[src/rtl/fifo_uart_tx.sv]
`default_nettype none
// ---------------------------------------------------------------------------
// fifo_uart_tx : pops words from a synchronous FIFO and sends UART frames
// Revision     : 1.0
// ---------------------------------------------------------------------------
module fifo_uart_tx #(
  parameter int DATA_WIDTH   = 8,
  parameter int CLKS_PER_BIT = 4,
  parameter int PARITY_EN    = 0
) (
  input  logic                  clk,
  input  logic                  reset,
  input  logic                  fifo_empty,
  input  logic [DATA_WIDTH-1:0] fifo_data,
  output logic                  fifo_read_en,
  output logic                  tx,
  output logic                  busy,
  output logic                  frame_done
);

  localparam int BAUD_W = (CLKS_PER_BIT > 1) ? $clog2(CLKS_PER_BIT) : 1;
  localparam int BIT_W  = (DATA_WIDTH > 1) ? $clog2(DATA_WIDTH) : 1;
  localparam logic [BAUD_W-1:0] C_BAUD_LAST = BAUD_W'(CLKS_PER_BIT - 1);
  localparam logic [BIT_W-1:0]  C_BIT_LAST  = BIT_W'(DATA_WIDTH - 1);

  typedef enum logic [2:0] {
    S_IDLE   = 3'd0,
    S_POP    = 3'd1,
    S_LOAD   = 3'd2,
    S_START  = 3'd3,
    S_DATA   = 3'd4,
    S_PARITY = 3'd5,
    S_STOP   = 3'd6
  } state_t;

  state_t                r_state, w_state_n;
  logic [BAUD_W-1:0]     r_baud, w_baud_n;
  logic [BIT_W-1:0]      r_bit, w_bit_n;
  logic [DATA_WIDTH-1:0] r_shift, w_shift_n, w_shifted;
  logic                  r_parity, w_parity_n;
  logic                  w_tx_n, w_read_en_n, w_busy_n, w_done_n;
  logic                  w_baud_last;

  assign w_baud_last = (r_baud == C_BAUD_LAST);
  assign w_shifted   = r_shift >> 1;

  always_ff @(posedge clk) begin
    if (reset) begin
      r_state      <= S_IDLE;
      r_baud       <= '0;
      r_bit        <= '0;
      r_shift      <= '0;
      r_parity     <= 1'b0;
      tx           <= 1'b1;
      fifo_read_en <= 1'b0;
      busy         <= 1'b0;
      frame_done   <= 1'b0;
    end else begin
      r_state      <= w_state_n;
      r_baud       <= w_baud_n;
      r_bit        <= w_bit_n;
      r_shift      <= w_shift_n;
      r_parity     <= w_parity_n;
      tx           <= w_tx_n;
      fifo_read_en <= w_read_en_n;
      busy         <= w_busy_n;
      frame_done   <= w_done_n;
    end
  end

  // Next-state logic also computes the registered output values, so every
  // output changes on the same edge as the state it belongs to.
  always_comb begin
    w_state_n   = r_state;
    w_baud_n    = r_baud;
    w_bit_n     = r_bit;
    w_shift_n   = r_shift;
    w_parity_n  = r_parity;
    w_tx_n      = tx;
    w_read_en_n = 1'b0;
    w_busy_n    = busy;
    w_done_n    = 1'b0;

    case (r_state)
      S_IDLE: begin
        w_tx_n   = 1'b1;
        w_busy_n = 1'b0;
        if (!fifo_empty) begin
          w_state_n   = S_POP;
          w_read_en_n = 1'b1;
          w_busy_n    = 1'b1;
        end
      end
      S_POP: begin
        w_state_n = S_LOAD;
      end
      S_LOAD: begin
        // FIFO read data is valid here, one cycle after the pop
        w_shift_n  = fifo_data;
        w_parity_n = ^fifo_data;
        w_state_n  = S_START;
        w_tx_n     = 1'b0;
        w_baud_n   = '0;
      end
      S_START: begin
        if (w_baud_last) begin
          w_baud_n  = '0;
          w_state_n = S_DATA;
          w_tx_n    = r_shift[0];
        end else begin
          w_baud_n = r_baud + BAUD_W'(1);
        end
      end
      S_DATA: begin
        if (w_baud_last) begin
          w_baud_n  = '0;
          w_shift_n = w_shifted;
          if (r_bit == C_BIT_LAST) begin
            w_bit_n = '0;
            if (PARITY_EN != 0) begin
              w_state_n = S_PARITY;
              w_tx_n    = r_parity;
            end else begin
              w_state_n = S_STOP;
              w_tx_n    = 1'b1;
            end
          end else begin
            w_bit_n = r_bit + BIT_W'(1);
            w_tx_n  = w_shifted[0];
          end
        end else begin
          w_baud_n = r_baud + BAUD_W'(1);
        end
      end
      S_PARITY: begin
        if (w_baud_last) begin
          w_baud_n  = '0;
          w_state_n = S_STOP;
          w_tx_n    = 1'b1;
        end else begin
          w_baud_n = r_baud + BAUD_W'(1);
        end
      end
      S_STOP: begin
        if (w_baud_last) begin
          w_baud_n  = '0;
          w_state_n = S_IDLE;
          w_tx_n    = 1'b1;
          w_done_n  = 1'b1;
          w_busy_n  = 1'b0;
        end else begin
          w_baud_n = r_baud + BAUD_W'(1);
        end
      end
      default: begin
        w_state_n = S_IDLE;
        w_tx_n    = 1'b1;
        w_busy_n  = 1'b0;
      end
    endcase
  end

endmodule
`default_nettype wire

[config.mk]
export PLATFORM = sky130hd
export DESIGN_NAME = fifo_uart_tx
export DESIGN_NICKNAME = d
export VERILOG_FILES = /design/src/rtl/fifo_uart_tx.sv
export SDC_FILE = /design/constraint.sdc
export NUM_CORES = 1
export LEC_CHECK = 0
export ABC_AREA = 0
export CORE_MARGIN = 2
export CORE_UTILIZATION = 48
export DETAILED_ROUTE_END_ITERATION = 8
export MAX_ROUTING_LAYER = met4
export PLACE_DENSITY_LB_ADDON = 0.3
export REMOVE_ABC_BUFFERS = 1
export SKIP_LAST_GASP = 1
export SYNTH_ARGS = -nofsm -noshare
export SYNTH_HDL_FRONTEND = slang
export SYNTH_SLANG_ARGS = --single-unit
[constraint.sdc]
create_clock -name clk -period 1.44 [get_ports clk]
set_input_delay 0.216 -clock clk [delete_from_list [all_inputs] [get_ports clk]]
set_output_delay 0.216 -clock clk [all_outputs]
set_load 0.01 [all_outputs]
==> impl_results.md <==
- Largest net degree at the start of global routing: 14
- Ratio of cells with drive above 1 in the final layout: about 23%
- Crit-path max FO: 3
- Worst Hold Class: flop to flop
- CP max-delay cell: dfxtp_2
- Cell taking the most area after synthesis: dfxtp_1
- Worst slew pin tran: 0.262 ns
- Routed vias/inst: roughly 5.3
- # fillers: approximately 200
- First-pass GRT wire length: 3880 µm
- Minimum clock period: about 1.4 ns
- Die footprint: 2680 µm²
- Root Buffer Master: clkbuf_4
- Most frequent cells in the layout: 18 x nor2_1, 15 x dfxtp_1, 12 x clkdlybuf4s50_1, 12 x buf_4, 10 x mux2i_1
- Status: complete, no violations
- Clock skew: between 0.002 and 0.0025 ns
- Setup crit end kind: flop
- Dominant cells by area after synthesis: dfxtp_1 37%, mux2i_1 9.2%, nor2_1 6.5%
- Synthesized area: between 1000 and 1500 µm²
- Initial core utilization: ~50%
- Worst path bufs/invs: 0
- Delay-heaviest family, CP: compound AO/OA/AOI/OAI gates
- Die Y: 51.7 µm
- Peak supply drop: between 0.0004 and 0.0005 V
- Post-DP HPWL: 1610 µm
- Power per Cell Area: around 860 nW/µm²
- Layout net count: 162
- Initial antenna violation count: 0
- Die outline width: 51.7 µm
- Rows: 17
- DRT Wirelength: 2200 µm
- Floorplan core area: roughly 2200 µm²
- Crit path DAT: around 1.6 ns
- EDFF count, synth: 0
- Routability Congestion: roughly 0.86
- WL per Instance: 12.7 µm
- Num ports: 15
- Crit path kind: flop to flop
- Total CTS buffers: 3
- Layout area overhead: 27.5%
- Pre-antenna DRT Iters: 4
- Pins Over Slew Limit: 0
- Syn. warnings: 0
- Crit-path cells: ha_1, ha_2, o31a_1, o22ai_1, o221ai_1
- Worst hold margin: 0.489 ns
- Yosys top cell area share: 36.6%
- Async SR Flop Fraction: 0%
- Slew HR: roughly 82%
- CTS max path bufs: 2
- Grt total ovfl: 0
- Main flop type after synthesis: dfxtp_1
- Worst-Skew Late Latency: ~0.30 ns
- H-tree Lvls: 1
- Count of buffers from port buffering: 14
- P_leak: 0.557 nW
- Final Hold Vio Count: 0
- Antenna violation net count after detailed routing: 0
- Commonest non-fill, non-tap cell in the layout: nor2_1
- DRC Markers: 0
- DRT iter0 DRCs: 12
- Max Cap Viol: 0
- Sequential element share of the synthesized area: between 30% and 40%
- All-Layer GR Usage: between 10% and 20%
- RSZ-0062 raised after global routing: true
- Required @ worst endpoint: around 1.6 ns
- Setup Viol. Count Final: 0
- N_diodes: 0
- Clk sinks: 20
- CTS tree: yes
- Clk slew on worst S/H paths: roughly 0.12 ns
- Routed vias: between 900 and 1000
- Vias in the first global route: a little under 900
- Kind of start point of the critical path: flop
- Distinct cell type count after synthesis: 36
- Util after Layout: 63.6%
- CP max stage delay: 0.35 ns
- Fmax: 732 MHz
- Fin crit share: a little over nine tenths
- Cell count after synthesis: roughly 120
- Avg Cell Area, Syn: just under 9 µm²
- Synth Register Bits: 20
## registers in the layout, indices dropped and copies added (netlist names)
name,flops
r_baud,2
frame_done,1
tx,1
r_bit,3
r_state,3
r_shift,8
busy,1
fifo_read_en,1
## power breakdown
part | leakage (nW) | switching [W] | internal, W
Clock | 0.0210 | 0.000176 | 0.000154
Combinational | 0.370 | 0.000117 | 0.000134
Sequential | 0.166 | 0.0000272 | 0.000593
## synth_stat cells (2+ instances only)
library cell	n
a211oi_1	8
a21oi_1	8
a22oi_1	2
buf_2	2
buf_4	2
buf_6	2
clkbuf_1	4
dfxtp_1	20
ha_1	4
inv_1	2
mux2i_1	10
nand2_1	7
nand2b_1	3
nand3_1	4
nor2_1	19
nor2b_1	2
o21ai_0	5
o22ai_1	2
## worst min-delay path, cell delays in order (launching register included)
cell and delay (ns):
dfxtp_1 0.34, nand2_1 0.06, a21oi_1 0.06
## what timing repair did
action	4_1_cts	5_1_grt
endpoints found under the hold margin	0	0
pin swaps	1	0
resized for setup	1	15
setup endpoints to repair	3	10
hold buffers	0	0
buffers inserted	3	0
## path summary, 6_finish.rpt
kind                                            start                    end  slack [ns]  cells after the start
worst max-delay path            r_bit[0]$_SDFFE_PP0P_        tx$_SDFFE_PP1P_        0.07                      5
worst min-delay path            r_bit[2]$_SDFFE_PP0P_  r_bit[2]$_SDFFE_PP0P_        0.49                      2
worst max register to register  r_bit[0]$_SDFFE_PP0P_        tx$_SDFFE_PP1P_        0.07                      5
worst min register to register  r_bit[2]$_SDFFE_PP0P_  r_bit[2]$_SDFFE_PP0P_        0.49                      2
## cell type report
cell class | instances | area [µm²] | share of cell area [%]
Clock buffer | 4 | 36.3 | 2.60
Inverter | 2 | 7.51 | 0.539
Multi-Input combinational cell | 91 | 639 | 45.9
Sequential cell | 20 | 407 | 29.2
Tap cell | 28 | 35.0 | 2.51
Timing Repair Buffer | 29 | 269 | 19.3
## kinds of logic (layout without fill, tap and decap cells)
kind of cell             after synthesis  in the layout  synth area share [%]
multiplexers                          10             10                  9.15
adder cells (fa/ha/maj)                4              4                  4.58
AND/OR/NAND/NOR                       43             43                  21.3
buffers and inverters                 13             35                  6.86
XOR/XNOR                               1              1                 0.801
AO/OA/AOI/OAI                         33             33                  20.7
flip-flops                            20             20                  36.6
## per-stage QoR
stage	TNS [ns]	instances	cell area, µm²	total power (W)	worst slack (ns)
after floorplan	-4.47	113	1030	0.000756	-0.572
after global placement	0	167	1290	0.000856	0.0324
after detailed placement	-0.0265	167	1290	0.000862	-0.0265
after CTS	0	174	1350	0.00120	0.00195
after global routing	-0.106	174	1390	0.00127	-0.0346
final	0	174	1390	0.00120	0.0730
## per-layer routing
metal,track usage (%),vias up,wire length (µm)
li1,-,486,-
met1,26.7,423,1150
met2,30.1,11,993
met3,2.59,2,50
met4,7.02,0,13
met5,-,-,0
(Power assumes the default switching activity.)
